### config.mk
export PLATFORM = sky130hd
export DESIGN_NAME = n_slot_break_dvr
export DESIGN_NICKNAME = d
export VERILOG_FILES = /design/src/rtl/n_slot_break_dvr_pkg.sv /design/src/rtl/n_slot_break_dvr_dataless.sv /design/src/rtl/n_slot_break_dvr.sv
export SDC_FILE = /design/constraint.sdc
export NUM_CORES = 1
export LEC_CHECK = 0
export ABC_CLOCK_PERIOD_IN_PS = 2700
export CAP_MARGIN = 20
export CORE_MARGIN = 5
export CORE_UTILIZATION = 50
export DETAILED_ROUTE_END_ITERATION = 10
export PLACE_DENSITY = 0.8
export SYNTH_ARGS = -nofsm -noshare
export SYNTH_HDL_FRONTEND = slang
export SYNTH_SLANG_ARGS = --single-unit
### constraint.sdc
create_clock -name clk -period 2.7 [get_ports clk]
set_input_delay 0.54 -clock clk [delete_from_list [all_inputs] [get_ports clk]]
set_output_delay 0.54 -clock clk [all_outputs]
set_load 0.05 [all_outputs]
### src/rtl/n_slot_break_dvr_pkg.sv
// Shared handshake package for the slot-break driver: width helpers used by
// the control sub-module and the top level.
package n_slot_break_dvr_pkg;

    // Pointer width for a circular store of `slots` entries, never below 1 bit.
    function automatic int ptr_width(input int slots);
        return (slots > 1) ? $clog2(slots) : 1;
    endfunction

    // Width able to hold an occupancy count from 0 up to `slots` inclusive.
    function automatic int cnt_width(input int slots);
        return $clog2(slots + 1);
    endfunction

    localparam int DEFAULT_SLOTS = 2;
    localparam int DEFAULT_PTR_W = ptr_width(DEFAULT_SLOTS);
    localparam int DEFAULT_CNT_W = cnt_width(DEFAULT_SLOTS);

endpackage

### src/rtl/n_slot_break_dvr_dataless.sv
// Control half of the slot-break driver: pointers, occupancy count, and
// valid/ready decoded purely from registered state.
module n_slot_break_dvr_dataless
    import n_slot_break_dvr_pkg::*;
#(
    parameter int NUM_SLOTS = 2,
    localparam int PTR_W = ptr_width(NUM_SLOTS),
    localparam int CNT_W = cnt_width(NUM_SLOTS)
) (
    input  logic             clk,
    input  logic             rst,
    input  logic             ins_valid,
    output logic             ins_ready,
    output logic             outs_valid,
    input  logic             outs_ready,
    output logic             accept,
    output logic [PTR_W-1:0] wr_ptr,
    output logic [PTR_W-1:0] rd_ptr,
    output logic [CNT_W-1:0] count
);

    logic             release_hd;
    logic [PTR_W-1:0] wr_ptr_nxt;
    logic [PTR_W-1:0] rd_ptr_nxt;
    logic [CNT_W-1:0] count_nxt;

    function automatic logic [PTR_W-1:0] ptr_inc(input logic [PTR_W-1:0] p);
        return (p == PTR_W'(NUM_SLOTS - 1)) ? '0 : p + 1'b1;
    endfunction

    // Both flags come from the count register only, so no input reaches them.
    assign outs_valid = (count != '0);
    assign ins_ready  = (count != CNT_W'(NUM_SLOTS));
    assign accept     = ins_valid & ins_ready;
    assign release_hd = outs_valid & outs_ready;

    always_comb begin
        // NOTE: every output of this block gets a default first, so no path leaves it unassigned and no latch is inferred.
        wr_ptr_nxt = wr_ptr;
        rd_ptr_nxt = rd_ptr;
        count_nxt  = count;
        if (accept)
            wr_ptr_nxt = ptr_inc(wr_ptr);
        if (release_hd)
            rd_ptr_nxt = ptr_inc(rd_ptr);
        unique case ({accept, release_hd})
            2'b10:   count_nxt = count + 1'b1;
            2'b01:   count_nxt = count - 1'b1;
            default: count_nxt = count;
        endcase
    end

    always_ff @(posedge clk) begin
        // NOTE: state registers use non-blocking assignment so every flop samples pre-edge values.
        if (rst) begin
            wr_ptr <= '0;
            rd_ptr <= '0;
            count  <= '0;
        end else begin
            wr_ptr <= wr_ptr_nxt;
            rd_ptr <= rd_ptr_nxt;
            count  <= count_nxt;
        end
    end

endmodule

### src/rtl/n_slot_break_dvr.sv
// N-slot fully registered handshake buffer (data, valid and ready all broken).
// Optional occupancy output enabled by defining N_SLOT_BREAK_DVR_OCC_EN.
module n_slot_break_dvr
    import n_slot_break_dvr_pkg::*;
#(
    parameter int DATA_TYPE = 32,
    parameter int NUM_SLOTS = 2
) (
    input  logic                 clk,
    input  logic                 rst,
    input  logic [DATA_TYPE-1:0] ins,
    input  logic                 ins_valid,
    output logic                 ins_ready,
    output logic [DATA_TYPE-1:0] outs,
    output logic                 outs_valid,
    input  logic                 outs_ready
`ifdef N_SLOT_BREAK_DVR_OCC_EN
    ,
    output logic [cnt_width(NUM_SLOTS)-1:0] occupancy
`endif
);

    localparam int PTR_W = ptr_width(NUM_SLOTS);
    localparam int CNT_W = cnt_width(NUM_SLOTS);

    logic                 accept;
    logic [PTR_W-1:0]     wr_ptr;
    logic [PTR_W-1:0]     rd_ptr;
    logic [CNT_W-1:0]     count;
    logic [DATA_TYPE-1:0] store [NUM_SLOTS];

    n_slot_break_dvr_dataless #(
        .NUM_SLOTS (NUM_SLOTS)
    ) u_ctrl (
        .clk        (clk),
        .rst        (rst),
        .ins_valid  (ins_valid),
        .ins_ready  (ins_ready),
        .outs_valid (outs_valid),
        .outs_ready (outs_ready),
        .accept     (accept),
        .wr_ptr     (wr_ptr),
        .rd_ptr     (rd_ptr),
        .count      (count)
    );

    always_ff @(posedge clk) begin
        // NOTE: the store is deliberately cleared on reset so outs reads 0 afterwards; this forces flops rather than RAM.
        if (rst) begin
            for (int i = 0; i < NUM_SLOTS; i++)
                store[i] <= '0;
        end else if (accept) begin
            store[wr_ptr] <= ins;
        end
    end

    assign outs = store[rd_ptr];

`ifdef N_SLOT_BREAK_DVR_OCC_EN
    assign occupancy = count;
`else
    logic unused_count;
    assign unused_count = ^count;
`endif

endmodule

==> flow_summary_export.csv, run 1 <==
group,metric,value,unit
place,io_buffers,69,
clocking,clk_path_buf_depth,2,
synth,netlist_instances,231,
synth,synth-compound-area-share,0.0106,
synth,syn-cell-area,3070,um2
pwr,power.leakage,0.00152,uW
timing,relSlewSlack,0.669,
timing,rsz0062_at_grt,"no",
detailed_routing,drc,0,
detailed_routing,ant_nets,0,
clocking,clockRootBuffer,"clkbuf_8",
final_layout,fin_nets,342,
detailed_routing,routed_wl,5880,um
worst_setup_path,cp.required,2.16,ns
clocking,cts.sink_count,69,
clocking,worstSkewPairLatency,0.33,ns
worst_setup_path,crit_slowest_cell,"clkdlybuf4s50_1",
floorplan,die_w,88.3,um
worst_setup_path,path_cells,"mux2_1 > clkdlybuf4s50_1",
synth,synth-adder-area-share,0.00408,
detailed_routing,num_vias,1924,
synth,yosysWarnings,0,
clocking,holdBufCountCts,0,
timing,fmax,0.426,GHz
detailed_routing,first_pass_iters,4,
final_layout,drive_gt1_frac,0.284,
synth,yosysUniqueCellTypes,22,
place,pre_cts_slack,0.562,ns
clocking,clkTransAtPathRegs,0.07,ns
worst_setup_path,cp_max_fo,8,
job,maxCapViolCount,0,
pwr,p_sw_frac,0.393,
worst_setup_path,worst_setup_path_start_kind,"flop",
synth,synth_xor_area_frac,0.00856,
clocking,cts.repair.resized,0,
clocking,tritoncts,"built",
worst_setup_path,ff2ff_path_depth,5,
synth,syn_area_per_cell,13.3,um2
floorplan,core,5960,um2
global_route,antenna_found_initial,0,
global_route,grt_pass1_vias,1944,
floorplan,std_cell_rows,28,
worst_setup_path,crit_cells,2,
final_layout,antenna_cells,0,
floorplan,ioPinCount,70,
detailed_routing,avgRoutedWirePerCell,15.3,um
global_route,grt_use_total,0.163,
synth,muxShareOfSynthArea,0.117,
synth,syn_nets,268,
detailed_routing,viasPerCell,5.00,
pwr,p_sw,1480,uW
pwr,p_int,2280,uW
pwr,seq_power_share,0.385,
place,gp_congestion,0.732,
global_route,grt_max_degree,34,
place,place_hpwl,4040,um
synth,synth_top_family_by_area,"simple AND/OR/NAND/NOR gates",
floorplan,die_h,88.3,um
synth,synthSimpleGateAreaFrac,0.173,
timing,layout_min_cycle_time,2.35,ns
final_layout,area_growth,28.5,%
pwr,clkPwrFrac,0.183,
timing,min_period_over_period,0.870,
worst_setup_path,arrival,1.81,ns
pwr,power_frac_comb,0.432,
timing,tns,0,ns
synth,ys_seq_elements,69,
worst_hold_path,hold_depth,2,
final_layout,finish.utilization,0.662,
global_route,grt_overflow,0,
floorplan,dieArea,7800,um2
clocking,cts_setup_buffers,0,
global_route,grt_pass1_wl,9310,um
timing,setup_ws,0.351,ns
worst_setup_path,cpPeakStageDelay,0.70,ns
worst_hold_path,min-delay-start,"u_ctrl.rd_ptr",
floorplan,start_util,0.515,
worst_hold_path,hold_class,"flop to flop",
pwr,irDropWorstVdd,0.560,mV
run_status,outcome,"completed",
timing,setup_viol_count_final,0,
timing,drv_slew,0,
clocking,numCtsBuffers,9,
worst_setup_path,r2r_start,"u_ctrl.count[0]",
timing,finalHoldViolCount,0,
pwr,power.density_cell_area,951,nW/um2
worst_setup_path,cp_num_buf_inv,1,
timing,worst_pin_slew,0.494,ns
worst_setup_path,critPathKind,"flop to output pin",
worst_setup_path,crit_path_end_kind,"output pin",
worst_setup_path,cp_top_family,"buffers and inverters",
timing,skew,0.00389,ns
clocking,htreeDepth,3,
synth,ys_seq_area_frac,0.659,
detailed_routing,drtIter0Drc,74,
==> sequential cells by signal, summed over array words and instances (netlist names), named ones only <==
| register | flops |
|---|---|
| u_ctrl.count | 2 |
| u_ctrl.rd_ptr | 1 |
| store | 64 |
| u_ctrl.wr_ptr | 1 |
==> power by group through the flow <==
stage,clock network [uW],logic (uW),registers (uW)
floorplan,0,1200,1430
global placement,0,1620,1460
detailed placement,0,1640,1470
CTS,699,1640,1450
global route,743,1700,1460
finish,687,1620,1440
==> stage by stage <==
step | std cells | cell area [um2] | total power (uW) | hold slack, ns
6_report | 385 | 3950 | 3750 | 0.567
3_3_place_gp | 369 | 3790 | 3080 | 0.545
3_5_place_dp | 369 | 3790 | 3100 | 0.559
2_1_floorplan | 231 | 3070 | 2630 | 0.481
4_1_cts | 385 | 3950 | 3790 | 0.575
5_1_grt | 385 | 3950 | 3910 | 0.617
==> path summary, 6_finish.rpt <==
| kind | to | slack (ns) |
|---|---|---|
| setup reg to reg | u_ctrl.count[1] | 1.15 |
| hold / removal | u_ctrl.rd_ptr | 0.57 |
| hold reg to reg | u_ctrl.rd_ptr | 0.57 |
| setup / recovery | outs[31] | 0.35 |
==> kinds of logic after synthesis <==
| family | after synthesis |
|---|---|
| multiplexers | 32 |
| flip-flops | 69 |
| AO/OA/AOI/OAI | 5 |
| adder cells (fa/ha/maj) | 1 |
| AND/OR/NAND/NOR | 107 |
| XOR/XNOR | 3 |
| buffers and inverters | 14 |
==> synth_stat cells (all sizes together) <==
master  instances  area share
or3             1      0.0020
dfxtp           5       0.033
ha              1      0.0041
nand2b         35       0.074
a21oi           2      0.0033
nand2           1      0.0012
or2             1      0.0020
xor2            1      0.0029
a21bo           1      0.0033
nand3           1      0.0057
nand3b          1      0.0065
edfxtp         64        0.63
mux2           32        0.12
buf            10       0.022
clkbuf          4      0.0049
o21ai           1      0.0016
nor2           67       0.082
o21a            1      0.0024
xnor2           2      0.0057
==> cell usage in the layout, fill, tap and decap left out, drive strengths merged <==
| cell type | instances |
|---|---|
| or2 | 1 |
| xor2 | 1 |
| a21bo | 1 |
| clkinv | 3 |
| nor2 | 67 |
| nand3b | 1 |
| o21ai | 1 |
| a21oi | 2 |
| edfxtp | 64 |
| o21a | 1 |
| buf | 38 |
| xnor2 | 2 |
| mux2 | 32 |
| ha | 1 |
| clkdlybuf4s50 | 39 |
| clkbuf | 11 |
| or3 | 1 |
| dfxtp | 5 |
| nand3 | 1 |
| nand2 | 1 |
| nand2b | 35 |
| clkinvlp | 2 |
==> layout make-up <==
class / instances / area, um2
Multi-Input combinational cell: 148 / 968
Timing Repair Buffer: 77 / 701
Fill cell: 464 / 2010
Sequential cell: 69 / 2020
Clock buffer: 11 / 131
Tap cell: 75 / 93.8
Clock inverter: 5 / 27.5
==> metal layers <==
layer | vias up | track usage | part of all wire
met5 | - | 0 | 0
met3 | 7 | 0.0354 | 0.047
met2 | 46 | 0.275 | 0.52
li1 | 944 | - | -
met1 | 927 | 0.201 | 0.42
met4 | 0 | 0.0701 | 0.014
==> worst min-delay path, stage by stage, from the launching register on <==
cell and delay (ns):
dfxtp_1 0.32, xnor2_1 0.12, nor2_1 0.09
Power figures use the tool's default switching activity.
==> run 2, diff against run 1 <==
--- a/config.mk
+++ b/config.mk
@@ -5,12 +5,11 @@
 export SDC_FILE = /design/constraint.sdc
 export NUM_CORES = 1
 export LEC_CHECK = 0
-export ABC_CLOCK_PERIOD_IN_PS = 2700
+export ABC_CLOCK_PERIOD_IN_PS = 2000
 export CAP_MARGIN = 20
 export CORE_MARGIN = 5
-export CORE_UTILIZATION = 50
+export CORE_UTILIZATION = 35
 export DETAILED_ROUTE_END_ITERATION = 10
-export PLACE_DENSITY = 0.8
 export SYNTH_ARGS = -nofsm -noshare
 export SYNTH_HDL_FRONTEND = slang
 export SYNTH_SLANG_ARGS = --single-unit
==> constraint.sdc (replaced) <==
create_clock -name clk -period 2 [get_ports clk]
set_input_delay 0.4 -clock clk [delete_from_list [all_inputs] [get_ports clk]]
set_output_delay 0.4 -clock clk [all_outputs]
set_load 0.05 [all_outputs]
==> run 2 against run 1 <==
Net effect: clock skew increased by 0.0048 ns; clock-buffer cell count increased by 3; first-iteration DRC count decreased by 23%; sequential power increased by 33%; global-route usage decreased by 4.5 points; via count increased by 0.10%; sequential share of layout area decreased by 1.6 points; final cell count increased by 10%; final area increased by 3.2%; wire length increased by 2.9%; setup slack got worse by 0.25 ns; largest power group unchanged; highest routed layer unchanged.
==> flow_summary_export.csv, run 2 (synthesis gave the netlist of run 1 again) <==
group,metric,value,unit
worst_setup_path,arrival,1.50,ns
global_route,grt_pass1_vias,1952,
timing,fmax,0.525,GHz
floorplan,dieArea,10700,um2
detailed_routing,wl_met2,3010,um
detailed_routing,ant_nets,0,
floorplan,start_util,0.355,
timing,min_period_over_period,0.952,
run_status,outcome,"completed",
pwr,power.leakage,0.00158,uW
final_layout,reg_top3,"store x64, u_ctrl.count x2",
floorplan,die_w,104,um
global_route,grt_pass1_wl,9970,um
final_layout,antenna_cells,0,
worst_setup_path,cpPeakStageDelay,0.38,ns
detailed_routing,dr.max_layer_used,"met4",
worst_setup_path,worst_setup_path_start_kind,"flop",
final_layout,drive_gt1_frac,0.307,
final_layout,fin_nets,348,
pwr,power_frac_comb,0.423,
worst_hold_path,hold_depth,2,
detailed_routing,routed_wl,6050,um
clocking,clk_path_buf_depth,2,
detailed_routing,drc,0,
detailed_routing,met3_length,298,um
final_layout,layout_commonest_cell,"nor2_1",
timing,finalHoldViolCount,0,
timing,skew,0.00870,ns
worst_setup_path,critPathKind,"flop to output pin",
detailed_routing,drtIter0Drc,57,
clocking,tritoncts,"built",
final_layout,final_cell_mix,"nor2_1, edfxtp_1, buf_4",
global_route,antenna_found_initial,0,
clocking,worstSkewPairLatency,0.33,ns
clocking,cts.sink_count,69,
global_route,grt_overflow,0,
worst_setup_path,ff2ff_path_depth,5,
floorplan,std_cell_rows,34,
worst_setup_path,crit_cells,3,
timing,worst_pin_slew,0.487,ns
pwr,irDropWorstVdd,0.637,mV
floorplan,ioPinCount,70,
final_layout,largest_register_ffs,64,
worst_setup_path,crit_path_end_kind,"output pin",
pwr,seq_power_share,0.365,
detailed_routing,num_vias,1926,
detailed_routing,wl_met1,2640,um
clocking,htreeDepth,3,
detailed_routing,viasPerCell,4.54,
pwr,power.density_cell_area,1290,nW/um2
worst_setup_path,cp_common_cell,"buf_4",
detailed_routing,avgRoutedWirePerCell,14.3,um
worst_setup_path,cp_top_family,"buffers and inverters",
global_route,grt_use_total,0.118,
final_layout,area_growth,32.7,%
floorplan,core,8640,um2
timing,rsz0062_at_grt,"no",
clocking,numCtsBuffers,9,
clocking,clockRootBuffer,"clkbuf_8",
job,maxCapViolCount,0,
place,gp_congestion,0.667,
pwr,p_int,3280,uW
global_route,grt_max_degree,21,
floorplan,die_h,104,um
worst_setup_path,cp_num_buf_inv,2,
pwr,p_sw,1980,uW
worst_hold_path,hold_class,"flop to flop",
clocking,clkTransAtPathRegs,0.06,ns
final_layout,finish.utilization,0.472,
timing,layout_min_cycle_time,1.90,ns
worst_setup_path,path_cells,"buf_4 > mux2_2 > buf_4",
place,place_hpwl,4180,um
worst_setup_path,cp.required,1.60,ns
worst_setup_path,crit_slowest_cell,"mux2_2",
final_layout,regMostFlops,"store",
pwr,clkPwrFrac,0.212,
pwr,p_sw_frac,0.376,
timing,tns,0,ns
timing,drv_slew,0,
detailed_routing,first_pass_iters,4,
timing,relSlewSlack,0.676,
worst_setup_path,cp_max_fo,19,
place,io_buffers,69,
timing,setup_viol_count_final,0,
-- run 2: cell types whose count changed in the layout (fill, tap and decap cells not counted) --
| cell | change |
|---|---|
| clkinv_2 | -1 |
| dlygate4sd2_1 | +1 |
| buf_12 | +1 |
| buf_4 | +8 |
| clkdlybuf4s50_1 | -4 |
| clkbuf_1 | +1 |
| clkinvlp_4 | -2 |
| clkbuf_8 | +2 |
| bufinv_16 | +1 |
| clkinv_1 | -1 |
-- run 2: final timing paths --
| kind | start | end | slack [ns] |
|---|---|---|---|
| setup / recovery | flop | outs[23] | 0.1 |
| hold / removal | u_ctrl.rd_ptr | u_ctrl.rd_ptr | 0.53 |
| setup reg to reg | u_ctrl.count[0] | u_ctrl.count[1] | 0.43 |
| hold reg to reg | u_ctrl.rd_ptr | u_ctrl.rd_ptr | 0.53 |
-- run 2: worst reg2reg max path: cells and delay by family, from the launching register on --
| family | cells | cell delay (ns) |
|---|---|---|
| simple gates | 3 | 0.63 |
| flops | 1 | 0.41 |
| fa+ha+maj | 1 | 0.31 |
| compound gates | 1 | 0.14 |
-- run 2: stage by stage --
stage	worst slack, ns	power [uW]	cell area (um2)	std cells	hold WS, ns
floorplan	0.359	3550	3070	231	0.481
global placement	0.183	4210	3880	408	0.529
detailed placement	0.146	4230	3880	408	0.503
CTS	0.0603	5340	4070	424	0.527
global route	0.0269	5510	4070	424	0.553
finish	0.0957	5260	4070	424	0.527
-- run 2: power by group through the flow --
stage               registers, uW  logic (uW)  clock network [uW]
floorplan                    1930        1620                   0
CTS                          1930        2270                1150
global placement             1950        2260                   0
finish                       1920        2230                1110
detailed placement           1960        2270                   0
global route                 1950        2350                1210
-- run 2: cell type report --
type | instances | area (um2)
timing repair buffer | 83 | 749
sequential | 69 | 2020
fill | 801 | 4560
clock buffer | 14 | 163
clock inverter | 2 | 33.8
tap | 108 | 135
multi-input combinational | 148 | 968
-- run 2: repair_timing --
item,in CTS,in global routing
buffers inserted,0,0
endpoints found under the setup margin,1,0
hold buffers,0,0
gates resized for setup,1,0
-- run 2: routing by layer --
metal,vias to the layer above,track usage
met5,-,0
met4,0,0.0534
met3,8,0.0342
met2,47,0.191
met1,914,0.145
li1,957,-
==> run 3, diff against run 2 <==
--- a/config.mk
+++ b/config.mk
@@ -8,8 +8,10 @@
 export ABC_CLOCK_PERIOD_IN_PS = 2000
 export CAP_MARGIN = 20
 export CORE_MARGIN = 5
-export CORE_UTILIZATION = 35
+export CORE_UTILIZATION = 45
 export DETAILED_ROUTE_END_ITERATION = 10
+export GPL_TIMING_DRIVEN = 1
+export PLACE_DENSITY = 0.76
 export SYNTH_ARGS = -nofsm -noshare
 export SYNTH_HDL_FRONTEND = slang
 export SYNTH_SLANG_ARGS = --single-unit
==> run 3 against run 2 <==
Net effect: sequential cell count is the same; setup slack improved by 0.031 ns; utilization rose by 13 points; first-iteration DRC count down 7.0%; clock power is 8% higher; critical path depth did not move; combinational power about the same; maximum frequency grew 1.7%; register-to-register slack got worse by 0.03 ns; largest cell class unchanged; highest routed layer unchanged.
==> flow_summary_export.csv, run 3 (synthesis gave the netlist of run 1 again) <==
group,metric,value,unit
final_layout,final_cell_mix,"nor2_1, edfxtp_1, buf_4",
global_route,grt_max_degree,23,
final_layout,fin_cells,395,
timing,fmax,0.534,GHz
pwr,p_sw,2030,uW
detailed_routing,num_vias,1951,
place,gp_congestion,0.695,
detailed_routing,wl_met2,3240,um
worst_setup_path,worst_setup_path_start_kind,"flop",
pwr,p_int,3340,uW
worst_setup_path,cp.required,1.60,ns
worst_hold_path,hold_class,"flop to flop",
detailed_routing,ant_nets,0,
detailed_routing,wl_met1,2490,um
floorplan,die_h,92.6,um
final_layout,largest_register_ffs,64,
final_layout,fin_nets,347,
timing,rsz0062_at_grt,"no",
pwr,clkPwrFrac,0.225,
worst_setup_path,cpPeakStageDelay,0.38,ns
final_layout,antenna_cells,0,
global_route,grt_use_total,0.152,
clocking,clockRootBuffer,"clkbuf_8",
final_layout,fill_cells,571,
pwr,seq_power_share,0.359,
pwr,p_sw_frac,0.378,
detailed_routing,routed_wl,6050,um
timing,skew,0.00569,ns
pwr,power.density_cell_area,1330,nW/um2
timing,tns,0,ns
detailed_routing,drtIter0Drc,53,
final_layout,multi_input_area,968,um2
floorplan,ioPinCount,70,
clocking,cts.sink_count,69,
global_route,antenna_found_initial,0,
worst_setup_path,crit_slowest_cell,"mux2_2",
pwr,irDropWorstVdd,0.668,mV
worst_setup_path,arrival,1.47,ns
pwr,power.leakage,0.00158,uW
floorplan,die_w,92.6,um
final_layout,reg_top3,"store x64, u_ctrl.count x2",
timing,finalHoldViolCount,0,
final_layout,area_growth,31.6,%
worst_setup_path,critPathKind,"flop to output pin",
clocking,htreeDepth,3,
timing,drv_slew,0,
clocking,clk_path_buf_depth,2,
detailed_routing,avgRoutedWirePerCell,15.3,um
worst_setup_path,ff2ff_path_depth,5,
detailed_routing,dr.max_layer_used,"met4",
place,place_hpwl,4100,um
detailed_routing,drc,0,
detailed_routing,met3_length,244,um
global_route,grt_pass1_vias,1988,
worst_setup_path,r2r_start,"u_ctrl.count[0]",
worst_setup_path,crit_path_end,"outs[17]",
worst_setup_path,path_cells,"buf_6 > mux2_2 > buf_4",
place,io_buffers,69,
clocking,cts_setup_buffers,0,
timing,setup_viol_count_final,0,
floorplan,dieArea,8570,um2
final_layout,layout_commonest_cell,"nor2_1",
clocking,worstSkewPairLatency,0.33,ns
final_layout,regMostFlops,"store",
final_layout,drive_gt1_frac,0.314,
pwr,power_frac_comb,0.416,
worst_setup_path,crit_path_end_kind,"output pin",
detailed_routing,first_pass_iters,4,
worst_setup_path,cp_max_fo,22,
worst_setup_path,rrSetupSlack,0.40,ns
timing,relSlewSlack,0.675,
timing,min_period_over_period,0.937,
job,maxCapViolCount,0,
floorplan,start_util,0.457,
final_layout,seq_area,2020,um2
worst_setup_path,r2r_end,"u_ctrl.count[1]",
clocking,tritoncts,"built",
timing,layout_min_cycle_time,1.87,ns
detailed_routing,viasPerCell,4.94,
global_route,grt_overflow,0,
clocking,clkTransAtPathRegs,0.07,ns
place,placedCellCount,379,
clocking,numCtsBuffers,9,
global_route,grt_pass1_wl,9810,um
floorplan,core,6720,um2
timing,worst_pin_slew,0.490,ns
run_status,outcome,"completed",
floorplan,std_cell_rows,30,
## run 3: stage by stage
step / area, um2 / setup slack [ns] / utilization / total power (uW) / hold slack (ns)
after floorplan: 3070 / 0.359 / - / 3550 / 0.481
after global placement: 3820 / 0.192 / 0.569 / 4180 / 0.539
after detailed placement: 3820 / 0.0829 / 0.569 / 4220 / 0.549
after CTS: 4040 / 0.00938 / 0.601 / 5430 / 0.568
after global routing: 4040 / 0.0392 / 0.601 / 5600 / 0.611
final: 4040 / 0.127 / 0.601 / 5360 / 0.560
## run 3: cell type report
class,instances,share of cell area
Clock buffer,10,0.0316
Clock inverter,6,0.0217
Multi-Input combinational cell,148,0.240
Sequential cell,69,0.501
Tap cell,80,0.0248
Timing Repair Buffer,82,0.181
## run 3: metal layers
metal  global-route usage  up-vias
met3               0.0260        6
li1                     -      965
met1                0.180      942
met5                    0        -
met2                0.261       38
met4               0.0854        0
## run 3: worst max-delay path: cells and delay by family, from the launching register on
kind	cells	cell delay (ns)
multiplexers	1	0.38
flip-flops	1	0.34
buffers and inverters	2	0.43
## run 3: timing repair
action | in CTS | in global routing
gates resized for setup | 1 | 1
endpoints found under the setup margin | 1 | 22
hold buffers | 0 | 0
gates cloned | 0 | 0
## run 3: worst min-delay path by stage
stage	endpoint	depth (start not counted)	startpoint
after floorplan	flop	2	u_ctrl.rd_ptr
after global routing	u_ctrl.rd_ptr	2	u_ctrl.rd_ptr
after detailed placement	u_ctrl.rd_ptr	2	u_ctrl.rd_ptr
after global placement	u_ctrl.count[1]	2	u_ctrl.count[1]
after CTS	u_ctrl.count[1]	2	u_ctrl.count[1]
final	u_ctrl.count[1]	2	u_ctrl.count[1]
## run 3: power by group through the flow
stage	Clock [uW]	Combinational [uW]	Sequential [uW]
finish	1200	2230	1930
global route	1300	2350	1950
CTS	1240	2250	1930
detailed placement	0	2260	1960
global placement	0	2240	1950
floorplan	0	1620	1930
